`config.mk`:
```
export PLATFORM = sky130hd
export DESIGN_NAME = sim_event_counter
export DESIGN_NICKNAME = d
export VERILOG_FILES = /design/src/rtl/sim_event_pkg.sv /design/src/rtl/sim_event_fifo.sv /design/src/rtl/sim_event_counter.sv
export SDC_FILE = /design/constraint.sdc
export NUM_CORES = 1
export LEC_CHECK = 0
export ABC_AREA = 1
export BUFFER_PORTS_ARGS = -buffer_cell sky130_fd_sc_hd__buf_2
export CAP_MARGIN = 20
export CORE_MARGIN = 2
export CORE_UTILIZATION = 45
export DETAILED_ROUTE_END_ITERATION = 8
export SETUP_SLACK_MARGIN = 0.4
export SYNTH_ARGS = -nofsm -noshare
export SYNTH_HDL_FRONTEND = slang
export SYNTH_SLANG_ARGS = --single-unit
```
`constraint.sdc`:
```
create_clock -name clk -period 2.3 [get_ports clk]
set_clock_uncertainty 0.2 [all_clocks]
set_input_delay 0.23 -clock clk [delete_from_list [all_inputs] [get_ports clk]]
set_output_delay 0.23 -clock clk [all_outputs]
set_load 0.02 [all_outputs]
```
`src/rtl/sim_event_pkg.sv`:
```
`default_nettype none
// +-----------------------------------------------------------------------+
// | Module      : sim_event_pkg                                           |
// | Description : Shared modes, channel states and event record for the   |
// |               simulation event counter family.                        |
// | Revision    : 1.0 - initial release                                   |
// +-----------------------------------------------------------------------+
package sim_event_pkg;

  // Channel modes; an event's kind is the mode of the channel that raised it
  localparam logic [1:0] MODE_OFF    = 2'd0;
  localparam logic [1:0] MODE_STOP   = 2'd1;
  localparam logic [1:0] MODE_FINISH = 2'd2;
  localparam logic [1:0] MODE_RELOAD = 2'd3;

  // Event record fields are sized for the largest supported configuration
  // (16 channels, 32-bit timestamps); narrower instances zero-extend.
  localparam int EVT_CH_MAX_W = 4;
  localparam int EVT_TS_MAX_W = 32;

  typedef enum logic [1:0] {
    CH_IDLE = 2'd0,
    CH_RUN  = 2'd1,
    CH_DONE = 2'd2
  } ch_state_e;

  typedef struct packed {
    logic [EVT_CH_MAX_W-1:0] ch;
    logic [1:0]              kind;
    logic [EVT_TS_MAX_W-1:0] ts;
  } evt_entry_t;

endpackage
`default_nettype wire

```
`src/rtl/sim_event_fifo.sv`:
```
`default_nettype none
// +-----------------------------------------------------------------------+
// | Module      : sim_event_fifo                                          |
// | Description : First-word-fall-through FIFO; head data is visible      |
// |               whenever o_empty is low. Push on a full FIFO is taken   |
// |               only when a pop happens in the same cycle.              |
// | Revision    : 1.0 - initial release                                   |
// +-----------------------------------------------------------------------+
module sim_event_fifo #(
  parameter int WIDTH = 8,
  parameter int DEPTH = 4,
  localparam int AW = $clog2(DEPTH)
) (
  input  logic             clk,
  input  logic             rst_n,
  input  logic             i_push,
  input  logic [WIDTH-1:0] i_data,
  input  logic             i_pop,
  output logic [WIDTH-1:0] o_data,
  output logic             o_full,
  output logic             o_empty
);

  logic [WIDTH-1:0] r_mem [DEPTH];
  logic [AW:0]      r_wptr;
  logic [AW:0]      r_rptr;
  logic             w_do_push;
  logic             w_do_pop;

  // Pointers carry one extra wrap bit to tell full from empty
  assign o_empty   = (r_wptr == r_rptr);
  assign o_full    = (r_wptr[AW] != r_rptr[AW]) && (r_wptr[AW-1:0] == r_rptr[AW-1:0]);
  assign w_do_pop  = i_pop && !o_empty;
  assign w_do_push = i_push && (!o_full || w_do_pop);
  assign o_data    = r_mem[r_rptr[AW-1:0]];

  // Read/write pointer advance
  always_ff @(posedge clk or negedge rst_n) begin
    if (!rst_n) begin
      r_wptr <= '0;
      r_rptr <= '0;
    end else begin
      if (w_do_push) r_wptr <= r_wptr + 1'b1;
      if (w_do_pop)  r_rptr <= r_rptr + 1'b1;
    end
  end

  // Storage array; contents are don't-care while the slot is unoccupied
  always_ff @(posedge clk) begin
    if (w_do_push) r_mem[r_wptr[AW-1:0]] <= i_data;
  end

endmodule
`default_nettype wire

```
`src/rtl/sim_event_counter.sv`:
```
`default_nettype none
// +-----------------------------------------------------------------------+
// | Module      : sim_event_counter                                       |
// | Description : Multi-channel terminal counter raising timestamped      |
// |               stop/finish/reload events into an event FIFO; popped    |
// |               events drive stop_req (pulse) and finish_req (sticky).  |
// | Revision    : 1.0 - initial release                                   |
// +-----------------------------------------------------------------------+
module sim_event_counter
  import sim_event_pkg::*;
#(
  parameter int NUM_CH     = 4,
  parameter int CNT_W      = 8,
  parameter int FIFO_DEPTH = 4,
  parameter int TS_W       = 16,
  localparam int CH_W = (NUM_CH > 1) ? $clog2(NUM_CH) : 1
) (
  input  logic                    clk,
  input  logic                    rst_n,
  input  logic                    i_enable,
  input  logic                    i_cfg_we,
  input  logic [CH_W-1:0]         i_cfg_ch,
  input  logic [CNT_W-1:0]        i_cfg_limit,
  input  logic [1:0]              i_cfg_mode,
  output logic [NUM_CH*CNT_W-1:0] o_count,
  output logic [NUM_CH-1:0]       o_done,
  output logic                    o_evt_valid,
  input  logic                    i_evt_ready,
  output logic [CH_W-1:0]         o_evt_ch,
  output logic [1:0]              o_evt_kind,
  output logic [TS_W-1:0]         o_evt_time,
  output logic                    o_overflow,
  output logic                    o_stop_req,
  output logic                    o_finish_req
);

  logic [TS_W-1:0]   r_ts;
  logic              r_overflow;
  logic              r_stop_req;
  logic              r_finish_req;

  logic [NUM_CH-1:0] w_pend;
  logic [NUM_CH-1:0] w_gnt;
  logic [NUM_CH-1:0] w_ovf_set;
  logic [1:0]        w_kind [NUM_CH];
  logic [TS_W-1:0]   w_pts  [NUM_CH];

  logic              w_found;
  logic [CH_W-1:0]   w_gnt_idx;
  logic              w_push;
  logic              w_pop;
  logic              w_full;
  logic              w_empty;
  logic              w_can_push;
  evt_entry_t        w_push_data;
  evt_entry_t        w_head;
  logic              w_unused_head;

  // Free-running timestamp, independent of the count enable
  always_ff @(posedge clk or negedge rst_n) begin
    if (!rst_n) r_ts <= '0;
    else        r_ts <= r_ts + 1'b1;
  end

  for (genvar g = 0; g < NUM_CH; g++) begin : g_ch
    ch_state_e        r_state;
    ch_state_e        w_state_nxt;
    logic [1:0]       r_mode;
    logic [CNT_W-1:0] r_limit;
    logic [CNT_W-1:0] r_cnt;
    logic             r_pend;
    logic [TS_W-1:0]  r_pts;
    logic             w_cfg_sel;
    logic             w_run;
    logic             w_hit;

    // A configuration write to this channel overrides a coincident hit
    assign w_cfg_sel = i_cfg_we && (i_cfg_ch == CH_W'(g));
    assign w_hit     = w_run && i_enable && (r_cnt == r_limit) && !w_cfg_sel;
    // A hit is only lost if the earlier pending event is not leaving this cycle
    assign w_ovf_set[g] = w_hit && r_pend && !w_gnt[g];

    // Channel state register
    always_ff @(posedge clk or negedge rst_n) begin
      if (!rst_n) r_state <= CH_IDLE;
      else        r_state <= w_state_nxt;
    end

    // Channel next state: configure, or complete a one-shot on its hit
    always_comb begin
      w_state_nxt = r_state;
      if (w_cfg_sel)
        w_state_nxt = (i_cfg_mode != MODE_OFF) ? CH_RUN : CH_IDLE;
      else if (w_hit && (r_mode != MODE_RELOAD))
        w_state_nxt = CH_DONE;
    end

    // Channel state decode
    always_comb begin
      w_run     = (r_state == CH_RUN);
      o_done[g] = (r_state == CH_DONE);
    end

    // Configuration, counting and pending-event capture
    always_ff @(posedge clk or negedge rst_n) begin
      if (!rst_n) begin
        r_mode  <= MODE_OFF;
        r_limit <= '0;
        r_cnt   <= '0;
        r_pend  <= 1'b0;
        r_pts   <= '0;
      end else if (w_cfg_sel) begin
        r_mode  <= i_cfg_mode;
        r_limit <= i_cfg_limit;
        r_cnt   <= '0;
        r_pend  <= 1'b0;
      end else begin
        if (w_run && i_enable) begin
          if (r_cnt != r_limit)          r_cnt <= r_cnt + 1'b1;
          else if (r_mode == MODE_RELOAD) r_cnt <= '0;
        end
        if (w_hit) begin
          if (!r_pend || w_gnt[g]) begin
            r_pend <= 1'b1;
            r_pts  <= r_ts;
          end
        end else if (w_gnt[g]) begin
          r_pend <= 1'b0;
        end
      end
    end

    assign w_pend[g]                  = r_pend;
    assign w_kind[g]                  = r_mode;
    assign w_pts[g]                   = r_pts;
    assign o_count[g*CNT_W +: CNT_W]  = r_cnt;
  end

  assign w_pop      = !w_empty && i_evt_ready;
  assign w_can_push = !w_full || w_pop;

  // Fixed-priority arbiter: lowest-index pending channel wins the single push slot
  always_comb begin
    w_found   = 1'b0;
    w_gnt_idx = '0;
    for (int i = 0; i < NUM_CH; i++) begin
      if (w_pend[i] && !w_found) begin
        w_found   = 1'b1;
        w_gnt_idx = CH_W'(i);
      end
    end
    w_push = w_found && w_can_push;
    w_gnt  = w_push ? (NUM_CH'(1) << w_gnt_idx) : '0;
  end

  // Event record for the granted channel
  always_comb begin
    w_push_data      = '0;
    w_push_data.ch   = EVT_CH_MAX_W'(w_gnt_idx);
    w_push_data.kind = w_kind[w_gnt_idx];
    w_push_data.ts   = EVT_TS_MAX_W'(w_pts[w_gnt_idx]);
  end

  sim_event_fifo #(
    .WIDTH ($bits(evt_entry_t)),
    .DEPTH (FIFO_DEPTH)
  ) u_fifo (
    .clk     (clk),
    .rst_n   (rst_n),
    .i_push  (w_push),
    .i_data  (w_push_data),
    .i_pop   (w_pop),
    .o_data  (w_head),
    .o_full  (w_full),
    .o_empty (w_empty)
  );

  // Upper record bits are unused in narrower configurations
  assign w_unused_head = ^w_head;

  // Sticky overflow and request outputs driven by popped events
  always_ff @(posedge clk or negedge rst_n) begin
    if (!rst_n) begin
      r_overflow   <= 1'b0;
      r_stop_req   <= 1'b0;
      r_finish_req <= 1'b0;
    end else begin
      r_overflow <= r_overflow | (|w_ovf_set);
      r_stop_req <= w_pop && (w_head.kind == MODE_STOP);
      if (w_pop && (w_head.kind == MODE_FINISH)) r_finish_req <= 1'b1;
    end
  end

  // Head fields read as zero while the FIFO is empty
  assign o_evt_valid  = !w_empty;
  assign o_evt_ch     = w_empty ? '0 : w_head.ch[CH_W-1:0];
  assign o_evt_kind   = w_empty ? '0 : w_head.kind;
  assign o_evt_time   = w_empty ? '0 : w_head.ts[TS_W-1:0];
  assign o_overflow   = r_overflow;
  assign o_stop_req   = r_stop_req;
  assign o_finish_req = r_finish_req;

endmodule
`default_nettype wire

```
[Word-level counts from Yosys, hierarchy flattened]
Memories as Yosys holds them, arrays and structs flattened.
Index checks and enable logic that the tools add are counted.
Cells by class
  shifts and indexed selects: 1
  reduce and logical (&&, ||, !) cells: 92
  bitwise logic cells: 6
  eq/ne operators: 36
  order comparisons: 1
  muxes and demuxes: 60
  $add $sub $neg: 7
Operators by type and width (number)
  $mux W8: 16
  $mux W16: 3
  $logic_and A1 B1 Y1: 38
  $add A8 B1 Y8 const B: 4
  $bmux W16 S2: 1
  $eq A8 B8 Y1: 4
  $ne A8 B8 Y1: 4
  $mux W2: 14
  $mux W1: 24
  $reduce_bool A3 Y1: 8
  $eq A2 B2 Y1 const B: 11
  $reduce_bool A2 Y1: 9
  $logic_not A1 Y1: 17
  $add A16 B1 Y16 const B: 1
  $reduce_and A2 Y1: 8
  $eq A2 B1 Y1 const B: 6
  $ne A3 B2 Y1 const B: 4
  $reduce_and A3 Y1: 4
  $ne A2 B2 Y1 const B: 4
  $add A3 B1 Y3 const B: 2
  $logic_or A1 B1 Y1: 6
  $bmux W2 S2: 1
  $mux W4: 1
  $not A1 Y1: 4
  9 further kinds: 9
Word-level totals
  memories: 1
  flip-flop bits (word level): 173
  output and inout bits: 60
  memory bits (writable): 80
  logic and storage cells: 234
Memory list
  u_fifo.r_mem: words 4, bits a word 20, rd ports 1, clocked after Yosys merged registers in 0, write ports 1, RTL line sim_event_fifo.sv:24  | logic [WIDTH-1:0] r_mem [DEPTH];

[Depth between registers and ports, before layout]
Gate-level depths: netlist of the first run.
  depth after elaboration: 16
  depth in mapped cells: 11
  gate-level depth less buffers: 10

[By module]
A second synthesis of the first run with hierarchy kept.
Unflattened totals
  cells, all modules: 1565
  area total of the unflattened synthesis: 14826.7 um^2
By module, submodules not included
  sim_event_counter: area each 8730.9 um^2, seq. area each 4179.0 um^2, instances 1, cells an instance 1137
  sim_event_fifo: area each 6095.8 um^2, seq. area each 4714.5 um^2, instances 1, cells an instance 428

[Least setup slack after synthesis of the first run]
No wires, ideal clock.
  kind: register -> register
  start: register u_fifo.r_rptr[0]
  end: memory u_fifo.r_mem[3][0] (netlist bit) (enable)
  clock period less this slack: 2.446 ns
  required time: 1.701 ns
  data arrival time: 1.847 ns
  stages on the path, launching flop included: 8
  setup slack: -0.146 ns
  path buffers: 0
  cell sequence: dfrtp_1 inv_2 nand2_1 nand2_1 nor2_2 nand2_2 nand2_1 nor2_1
Between the ends
  word-level cells in the longest chain between the ends: 8
  elaborated cells on any way between the ends: 13
  those cells by class: eq/ne (2); mux (2); reduce/logical (9)
Ends and longest elaborated chain
  from (decl): RTL line sim_event_fifo.sv:26  | logic [AW:0] r_rptr;
  from (signal assigned): RTL line sim_event_fifo.sv:44  | if (w_do_pop) r_rptr <= r_rptr + 1'b1;
  $eq A3 B3 Y1 or $eq A2 B2 Y1 (tied branches): RTL line sim_event_fifo.sv:31, sim_event_fifo.sv:32
  $logic_not A1 Y1 or $logic_and A1 B1 Y1 (tied branches): RTL line sim_event_fifo.sv:33, sim_event_counter.sv:139, sim_event_fifo.sv:32
  $logic_and A1 B1 Y1 or $logic_not A1 Y1 (tied branches): RTL line sim_event_counter.sv:139, sim_event_fifo.sv:34, sim_event_counter.sv:140
  $logic_or A1 B1 Y1 or $logic_and A1 B1 Y1 (tied branches): RTL line sim_event_counter.sv:140, sim_event_fifo.sv:33
  $logic_and A1 B1 Y1 or $logic_or A1 B1 Y1 (tied branches): RTL line sim_event_counter.sv:152, sim_event_fifo.sv:34
  $logic_and A1 B1 Y1 (*): RTL line sim_event_fifo.sv:34  | assign w_do_push = i_push && (!o_full || w_do_pop);
  $mux W1 (*): RTL line sim_event_fifo.sv:50  | if (w_do_push) r_mem[r_wptr[AW-1:0]] <= i_data;
  $mux W1 (implied by the code) (*): RTL line sim_event_fifo.sv:50
  to (decl): RTL line sim_event_fifo.sv:24
Every way passes the cells marked *; elsewhere a longest branch is shown, timed or not.

[Worst setup path in the final report of the first run]
  start: register u_fifo.r_rptr[0]
  end: output o_evt_time[2]
Between the ends
  word-level cells in the longest chain between the ends: 2
  elaborated cells on any way between the ends: 3
  those cells by class: eq/ne (1); mux (1); memory (1)
Ends and longest elaborated chain
  $mem_v2 Z4 W20 or $eq A3 B3 Y1 (tied branches)
  $mux W16 (*): RTL line sim_event_counter.sv:198  | assign o_evt_time = w_empty ? '0 : w_head.ts[TS_W-1:0];
  to (decl): RTL line sim_event_counter.sv:31  | output logic [TS_W-1:0] o_evt_time,
Marks and branches as above.

==> metrics.cfg, run 1 <==
[outcome]
outcome=finished, violations left
violations=hold timing, setup timing

[placed_design]
finalWeightedCongestion=0.885
portBuffers=76
dpl.cell_count=1666
place_hpwl_mm=17.6

[worst_setup_path]
path_max_fanout=8
worstPathRequired_ns=1.87
endpoint_kind=output pin
crit_type=reg2out
startpoint_type=flop
crit_arrival_ns=1.90

[timing]
rsz0062_at_grt=true
hold_viol=1
hold_ws_ns=-0.0196
drv_slew=0
final.min_clock_period_ns=2.33
worstMarginPinSlew_ns=0.497
fin_ws_ns=-0.0260
setup_tns_ns=-0.364
finalCritPeriodShare=1.01
maxSlewHeadroom=0.667
setup_viol=23
max_freq_mhz=430

[cells_and_area]
fillers=2206
n_antenna_cell=0
area_growth_pct=29.3
final_net_count=1451
layout_common_cells=nand2_1, dfrtp_1, nand3_1
multi_input_area_mm2=0.00509
seqCellArea_mm2=0.00674
drive_gt1_frac=0.277
final_common_cell=nand2_1
finalNonFillerCells=1781
utilization=0.591

[logic_synthesis]
synth_nets=1303
yosys_warnings=0
synthDistinctLibCells=42
yosysTopAreaCellShare=0.366
ys_seq_elements=253
avgSynthCellArea_um2=9.28
yosysSeqAreaShare=0.569
synth-edff-count=80
syn_area_mm2=0.0118
synth_area_leaders=dfrtp_1, edfxtp_1, nand2_1
synth_cells=1276
async_reset_ff_frac=0.684
yosys.area.top_type=dfrtp_1
synthFlopType=dfrtp_1

[worst_hold_path]
hp-class=in2reg

[detailed_routing]
vias=9426
dr.pass1.iters=5
drcViolationCount=0
wl_per_cell_um=17.5
drtIter0Drc=680
finalWirelength_mm=31.1
ant_nets=0
vias_per_cell=5.29

[floorplanning]
die_x_um=166
rows=59
ios=77
die_height_um=166
dieArea_mm2=0.0276
design.core.area_mm2=0.0259
start_util=0.457

[power]
ir_worst_vdd_mv=1.16
pwr_density_cell_mw_per_mm2=1190
p_int_uw=11600
swShare=0.364
switchingPower_uw=6640
power.share.clock=0.260
power.leakage_uw=0.00691
seqPwrFrac=0.338
p_comb_frac=0.403
total_power_uw=18200

[grt]
grt_first_pass_wirelength_mm=50.4
grt_usage=0.225
grt_use_met1=0.310
antenna_found_initial=0
use_met3=0.0300
grt_use_met2=0.381
grt-ovfl-total=0
grt_pass1_vias=9380
top_usage_layer=met2
grt_max_degree=50

[clock_tree]
numCtsBuffers=28
clock_latency_ns=0.53
cts_buffer_depth=3
cts_sinks=253
ctsHtreeMaxLevel=1
clkTransAtPathRegs_ns=0.06
cts-root-buf=clkbuf_16
cts_tree=done

[flow_run]
max_cap_violations=0

## logic make-up (layout without fill, tap and decap cells)
logic type                 Yosys count  count (layout)  synth area share
adders and majority gates           10              10            0.0106
buffers and inverters              169             331            0.0619
xor gates and xnor gates            46              46            0.0340
AOI/OAI and AO/OA                  220             220             0.109
and+or+nand+nor                    578             586             0.216
DFF                                253             253             0.569
## area by class of cell
cell class	count	area share
Clock inverter	17	0.0144
Inverter	122	0.0307
Timing Repair Buffer	157	0.104
Multi-Input combinational cell	862	0.333
Clock buffer	35	0.0502
Tap cell	335	0.0274
Sequential cell	253	0.440
## metal layers
layer,part of all wire,up-vias
li1,-,4558
met3,0.050,56
met4,0.021,0
met5,0,-
met2,0.48,246
met1,0.45,4566
## cell usage after synthesis (7+ instances only)
cell	instances
nand2_1	295
nand3_1	103
edfxtp_1	80
clkbuf_1	27
o22ai_1	21
nand4_1	9
buf_6	11
nor2_1	100
ha_1	10
o21ai_2	20
nor2_2	10
xnor2_1	26
or2_0	7
inv_1	107
or2_2	13
nand2_2	19
inv_2	12
dfrtp_1	173
o211ai_1	18
o21ai_1	50
buf_2	7
xor2_1	20
o21ai_0	95
## final timing paths
path | startpoint | to | slack (ns) | depth (start not counted)
worst max-delay path | u_fifo.r_rptr[0]$_DFFE_PN0P_ | o_evt_time[2] | -0.03 | 9
worst min register to register | g_ch[0].r_pts[12]$_DFFE_PN0P_ | g_ch[0].r_pts[12]$_DFFE_PN0P_ | 0.28 | 2
worst min-delay path | i_cfg_ch[1] | g_ch[1].r_pend$_DFFE_PN0P_ | -0.02 | 5
worst max register to register | u_fifo.r_rptr[0]$_DFFE_PN0P_ | u_fifo.r_mem[3][4]$_DFFE_PP_ | -0.01 | 13
min in group asynchronous | rst_n | g_ch[2].r_limit[7]$_DFFE_PN0N_ | 0.01 | 2
max in group asynchronous | rst_n | g_ch[1].r_pts[12]$_DFFE_PN0P_ | 1.22 | 3
## metrics by stage
step / setup WS, ns / area [um2]
3_5_place_dp: 0.0784 / 12700
2_1_floorplan: 0.432 / 11900
5_1_grt: -0.105 / 15300
3_3_place_gp: 0.112 / 12700
6_report: -0.0260 / 15300
4_1_cts: 0.00712 / 15000
## power by group through the flow
stage               combinational [uW]  clock (uW)  sequential [uW]
floorplan                         3390           0             6250
global placement                  5090           0             6140
detailed placement                5150           0             6160
CTS                               6960        4810             6120
global route                      7970        5010             6240
finish                            7340        4730             6150
## state kept, by name (all words and copies together), names as in the netlist, 3 cells and up
register and flops:
g_ch.r_pts 64, g_ch.r_limit 32, g_ch.r_cnt 32, g_ch.r_pend 4, u_fifo.r_rptr 3, u_fifo.r_wptr 3, u_fifo.r_mem 80, r_ts 16
g_ch.r_mode 8, g_ch.r_state 8
## critical path, stage by stage (launching register included)
cell and delay [ns]:
dfrtp_2 0.47, inv_4 0.08, nand2_1 0.06, nand2_1 0.05, nor2_2 0.16, nand2_4 0.12
buf_12 0.17, nand2_2 0.07, inv_2 0.04, buf_6 0.12
## what timing repair did
| item | in CTS | in global routing |
|---|---|---|
| gates resized for setup | 178 | 81 |
| pin swaps | 24 | 29 |
| setup buffers | 26 | 3 |
| cloned | 16 | 1 |
| setup endpoints to repair | 155 | 274 |
| hold endpoints to repair | 222 | 0 |
| hold buffers | 17 | 0 |
Note: power is estimated with default switching activity, not from simulation.
==> inputs of run 2 (changes only) <==
- SYNTH_HIERARCHICAL: unset -> 1
==> run 2 against run 1 <==
The flow finishes with violations (setup timing); synthesized cell count is 9.6% higher; cell area is essentially flat; first-iteration DRC count decreased by 14%; area after synthesis is 3.2% higher; wire length fell by 2.5%; sequential share of layout area about the same; largest cell class unchanged; critical endpoint is now u_fifo/r_mem[1][13]$_DFFE_PP_; sequential cell count stayed put; clock power fell by 4.7%; utilization shrank 2.0 points; fmax decreased by 1.1%; register-to-register slack lost 0.04 ns; largest power group unchanged.
==> metrics.cfg, run 2 <==
[worst_hold_path]
worstHoldStart=i_cfg_ch[1]
holdPathStages=5
hp-class=in2reg
whs_endpoint=g_ch[0].r_pend$_DFFE_PN0P_

[detailed_routing]
finalWirelength_mm=30.4
routed-wl-met2_mm=14.4
drcViolationCount=0
wl_per_cell_um=15.9
vias=9557
wl_met1_mm=14.4
routed-wl-met3_mm=1.16
ant_nets=0
dr.pass1.iters=5
routed.top_layer=met4
drtIter0Drc=586
vias_per_cell=5.01

[power]
swShare=0.367
pwr_density_cell_mw_per_mm2=1160
seqPwrFrac=0.348
power.leakage_uw=0.00722
ir_worst_vdd_mv=0.708
switchingPower_uw=6520
p_int_uw=11300
p_comb_frac=0.399
power.share.clock=0.254

[grt]
grt_usage=0.214
grt_pass1_vias=9334
grt_max_degree=59
grt-ovfl-total=0
grt_first_pass_wirelength_mm=48.7
antenna_found_initial=0

[clock_tree]
clock_latency_ns=0.54
cts_buffer_depth=3
cts_sinks=253
ctsHtreeMaxLevel=1
cts_tree=done
clkTransAtPathRegs_ns=0.06
numCtsBuffers=29
cts-root-buf=clkbuf_16

[cells_and_area]
final_net_count=1571
final_common_cell=nand2_1
n_antenna_cell=0
drive_gt1_frac=0.204
largest_reg_flops=80
finalNonFillerCells=1908
layout_common_cells=nand2_1, dfrtp_1, inv_1
fin_area_mm2=0.0153
area_growth_pct=25.2

[placed_design]
dpl.cell_count=1793
portBuffers=76
dpl_cell_area_mm2=0.0132
place_ws_ns=0.0478
finalWeightedCongestion=0.799
place_hpwl_mm=18.8

[logic_synthesis]
synth_nets=1426
yosys_warnings=6
synth_cells=1399
avgSynthCellArea_um2=8.73
syn_area_mm2=0.0122

[floorplanning]
die_height_um=169
design.core.area_mm2=0.0268
rows=60
ios=77
dieArea_mm2=0.0285
start_util=0.456
die_x_um=169

[worst_setup_path]
path_max_fanout=5
ff2ff_path_depth=13
r2r_setup_slack_ns=-0.05
r2r_end=u_fifo/r_mem[1][13]$_DFFE_PP_
endpoint_kind=flop
crit_type=reg2reg
worstPathRequired_ns=2.36
r2r-start=u_fifo/r_rptr[0]$_DFFE_PN0P_
crit_arrival_ns=2.41
startpoint_type=flop

[timing]
final.min_clock_period_ns=2.35
drv_slew=0
setup_tns_ns=-2.13
finalCritPeriodShare=1.02
fin_ws_ns=-0.0528
setup_viol=85
worstMarginPinSlew_ns=0.618
rsz0062_at_grt=true
hold_viol=0
maxSlewHeadroom=0.588
max_freq_mhz=425

[flow_run]
max_cap_violations=0

[outcome]
outcome=finished, violations left
violations=setup timing

==> run 2: metal layers <==
metal | global-route usage | vias to the layer above
li1 | - | 4812
met1 | 0.304 | 4549
met2 | 0.355 | 168
met3 | 0.0264 | 28
met4 | 0.0412 | 0
met5 | 0 | -
==> run 2: worst max path at each step <==
stage / start / end / slack (ns) / depth (start not counted)
detailed placement: u_fifo/r_wptr[1]$_DFFE_PN0P_ / g_ch[0].r_pts[14]$_DFFE_PN0P_ / 0.05 / 12
global placement: u_fifo/r_rptr[0]$_DFFE_PN0P_ / o_evt_kind[1] / 0.12 / 7
floorplan: u_fifo/r_rptr[0]$_DFFE_PN0P_ / u_fifo/r_mem[3][0]$_DFFE_PP_ / 0.05 / 11
finish: u_fifo/r_rptr[0]$_DFFE_PN0P_ / u_fifo/r_mem[1][13]$_DFFE_PP_ / -0.05 / 13
global route: u_fifo/r_rptr[0]$_DFFE_PN0P_ / o_evt_time[11] / -0.13 / 8
CTS: u_fifo/r_rptr[0]$_DFFE_PN0P_ / o_evt_time[8] / -0.08 / 8
==> run 2: metrics by stage <==
step	total power (uW)	util	hold slack [ns]
2_1_floorplan	10100	-	-0.266
6_report	17800	0.571	0.0186
4_1_cts	17100	0.556	0.00529
3_3_place_gp	11600	0.493	-0.0492
5_1_grt	18800	0.571	0.0206
3_5_place_dp	11700	0.493	-0.0457
==> run 2: layout make-up <==
cell class	instances	area [um2]
Inverter	170	683
Clock inverter	9	98.8
Multi-Input combinational cell	920	4800
Tap cell	341	427
Fill cell	2351	11500
Timing Repair inverter	1	16.3
Timing Repair Buffer	169	1690
Clock buffer	45	846
Sequential cell	253	6740
==> run 2: repair_timing <==
item | CTS | global route
hold endpoints to repair | 228 | 0
gates cloned | 10 | 5
gates resized for setup | 62 | 52
pin swaps | 18 | 13
hold buffers | 18 | 0
endpoints found under the setup margin | 255 | 284
buffers inserted | 15 | 13
==> run 2: power by group through the flow <==
stage	Combinational (uW)	Sequential, uW	Clock [uW]
finish	7090	6180	4510
floorplan	3790	6280	0
CTS	6340	6180	4610
global placement	5410	6220	0
detailed placement	5490	6250	0
global route	7770	6280	4790
==> run 2: worst max-delay path, stage by stage (launching register included) <==
cell,delay [ns]
dfrtp_2,0.44
buf_4,0.17
xnor2_4,0.12
nand3_2,0.10
clkinv_4,0.10
inv_4,0.08
nand2_4,0.07
nand2_4,0.10
nand2_4,0.07
inv_4,0.09
nand2_8,0.08
nor2_4,0.16
buf_6,0.14
clkbuf_16,0.14
==> inputs of run 3 (changes only) <==
- GPL_TIMING_DRIVEN: unset -> 0
- clock period: 2.3 -> 2.9 ns (I/O delays scaled with it)
==> run 3 against run 2 <==
The run now ends clean; hold slack improved by 0.028 ns; combinational power fell by 23%; power fell by 22%; sequential cell count did not move; utilization fell by 1.5 points; sequential power fell by 21%; cell area fell by 2.6%; global-route usage fell by 0.32 points; first-iteration DRC count rose by 22%; critical path type is now reg2out; largest power group unchanged.
==> metrics.cfg, run 3 (synthesis results as in run 2) <==
[timing]
hold_ws_ns=0.0467
final.min_clock_period_ns=2.48
worstMarginPinSlew_ns=0.594
drv_slew=0
setup_viol=0
rsz0062_at_grt=true
hold_viol=0
finalCritPeriodShare=0.856
setup_tns_ns=0
max_freq_mhz=403
maxSlewHeadroom=0.604

[grt]
grt_pass1_vias=9109
grt_first_pass_wirelength_mm=48.5
grt_usage=0.210
antenna_found_initial=0
grt_max_degree=101
grt-ovfl-total=0

[worst_setup_path]
worst_path_max_delay_cell=dfrtp_1
startpoint_type=flop
worstPathRequired_ns=2.41
crit_arrival_ns=1.99
path_max_fanout=6
critPathTopFamily=buffers and inverters
critPathMaxStageDelay_ns=0.40
cp_num_buf_inv=6
crit_end=o_evt_time[3]
crit_chain=buf_6 > inv_8 > buf_12 > buf_12 > nor2_4 > o22ai_2 > inv_1 > nor2_2 > buf_6
endpoint_kind=output pin
r2r-start=u_fifo/r_rptr[0]$_DFFE_PN0P_
r2r_end=g_ch[2].r_pts[8]$_DFFE_PN0P_
ff2ff_path_depth=11
r2r_setup_slack_ns=0.49
crit_start=u_fifo/r_rptr[0]$_DFFE_PN0P_
cp.depth=9
crit_type=reg2out

[clock_tree]
cts_buffer_depth=3
cts_tree=done
cts_sinks=253
ctsHtreeMaxLevel=1
cts-root-buf=clkbuf_16
clock_latency_ns=0.55
numCtsBuffers=28
clkTransAtPathRegs_ns=0.06

[placed_design]
finalWeightedCongestion=0.831
portBuffers=76
place_hpwl_mm=20.3
dpl_cell_area_mm2=0.0131

[cells_and_area]
fillers=2423
largest_reg_flops=80
final_net_count=1571
fin_area_mm2=0.0149
layout_common_cells=nand2_1, dfrtp_1, inv_1
area_growth_pct=21.9
drive_gt1_frac=0.188
final_common_cell=nand2_1
n_antenna_cell=0

[detailed_routing]
vias=9592
ant_nets=0
drcViolationCount=0
vias_per_cell=5.03
finalWirelength_mm=29.7
dr.pass1.iters=7
wl_per_cell_um=15.6
drtIter0Drc=713

[power]
power.leakage_uw=0.00709
ir_worst_vdd_mv=0.429
pwr_density_cell_mw_per_mm2=934
total_power_uw=13900

[worst_hold_path]
worstHoldStart=i_enable
hp-class=in2reg

[floorplanning]
rows=60
die_x_um=169
ios=77
dieArea_mm2=0.0285
die_height_um=169
design.core.area_mm2=0.0268
start_util=0.456

[outcome]
outcome=complete, no violations

[flow_run]
max_cap_violations=0

-- run 3: what timing repair did --
action,CTS,global route
endpoints found under the setup margin,137,183
gates resized for setup,32,94
buffers inserted,11,5
hold buffers,14,0
endpoints found under the hold margin,120,0
pin swaps,6,29
gates cloned,0,4
-- run 3: worst min path at each step --
| stage | slack, ns | cells past startpoint | endpoint |
|---|---|---|---|
| 2_1_floorplan | -0.21 | 0 | g_ch[0].r_cnt[0]$_DFFE_PN0P_ |
| 3_3_place_gp | 0.25 | 1 | o_finish_req$_DFFE_PN0P_ |
| 3_5_place_dp | 0.11 | 1 | g_ch[3].r_cnt[2]$_DFFE_PN0P_ |
| 4_1_cts | 0.03 | 5 | g_ch[0].r_cnt[4]$_DFFE_PN0P_ |
| 5_1_grt | 0.09 | 5 | g_ch[0].r_cnt[4]$_DFFE_PN0P_ |
| 6_report | 0.05 | 5 | g_ch[0].r_cnt[4]$_DFFE_PN0P_ |
-- run 3: routing by layer --
| metal | GRT usage | wire [um] | vias up |
|---|---|---|---|
| li1 | - | - | 4802 |
| met1 | 0.314 | 14400 | 4563 |
| met2 | 0.330 | 13600 | 189 |
| met3 | 0.0269 | 1160 | 38 |
| met4 | 0.0465 | 527 | 0 |
| met5 | 0 | 0 | - |
-- run 3: area by class of cell --
cell class / count / area, um2 / share of cell area
multi-input cells: 917 / 4730 / 0.318
well taps: 341 / 427 / 0.0286
clock inverters: 13 / 119 / 0.00798
plain buffers: 59 / 417 / 0.0280
repair buffers: 115 / 991 / 0.0665
inverters: 170 / 652 / 0.0438
flip-flops and latches: 253 / 6730 / 0.452
clock buffers: 39 / 823 / 0.0553
-- run 3: per-stage QoR --
| stage | setup WS [ns] | util | instances |
|---|---|---|---|
| 2_1_floorplan | 0.229 | - | 1399 |
| 3_3_place_gp | -1.57 | 0.486 | 1816 |
| 3_5_place_dp | -0.212 | 0.491 | 1821 |
| 4_1_cts | 0.365 | 0.540 | 1898 |
| 5_1_grt | 0.354 | 0.556 | 1907 |
| 6_report | 0.417 | 0.556 | 1907 |
-- run 3: report_power, final --
part	total (uW)	switching, uW	internal [uW]
clock network	3590	1440	2150
registers	4880	442	4430
logic	5450	3230	2220
total	13900	5110	8810
-- run 3: tightest hold or removal path, delay by kind of cell --
| family | cells | cell delay (ns) |
|---|---|---|
| buf+inv | 1 | 0.15 |
| simple gates | 4 | 0.30 |
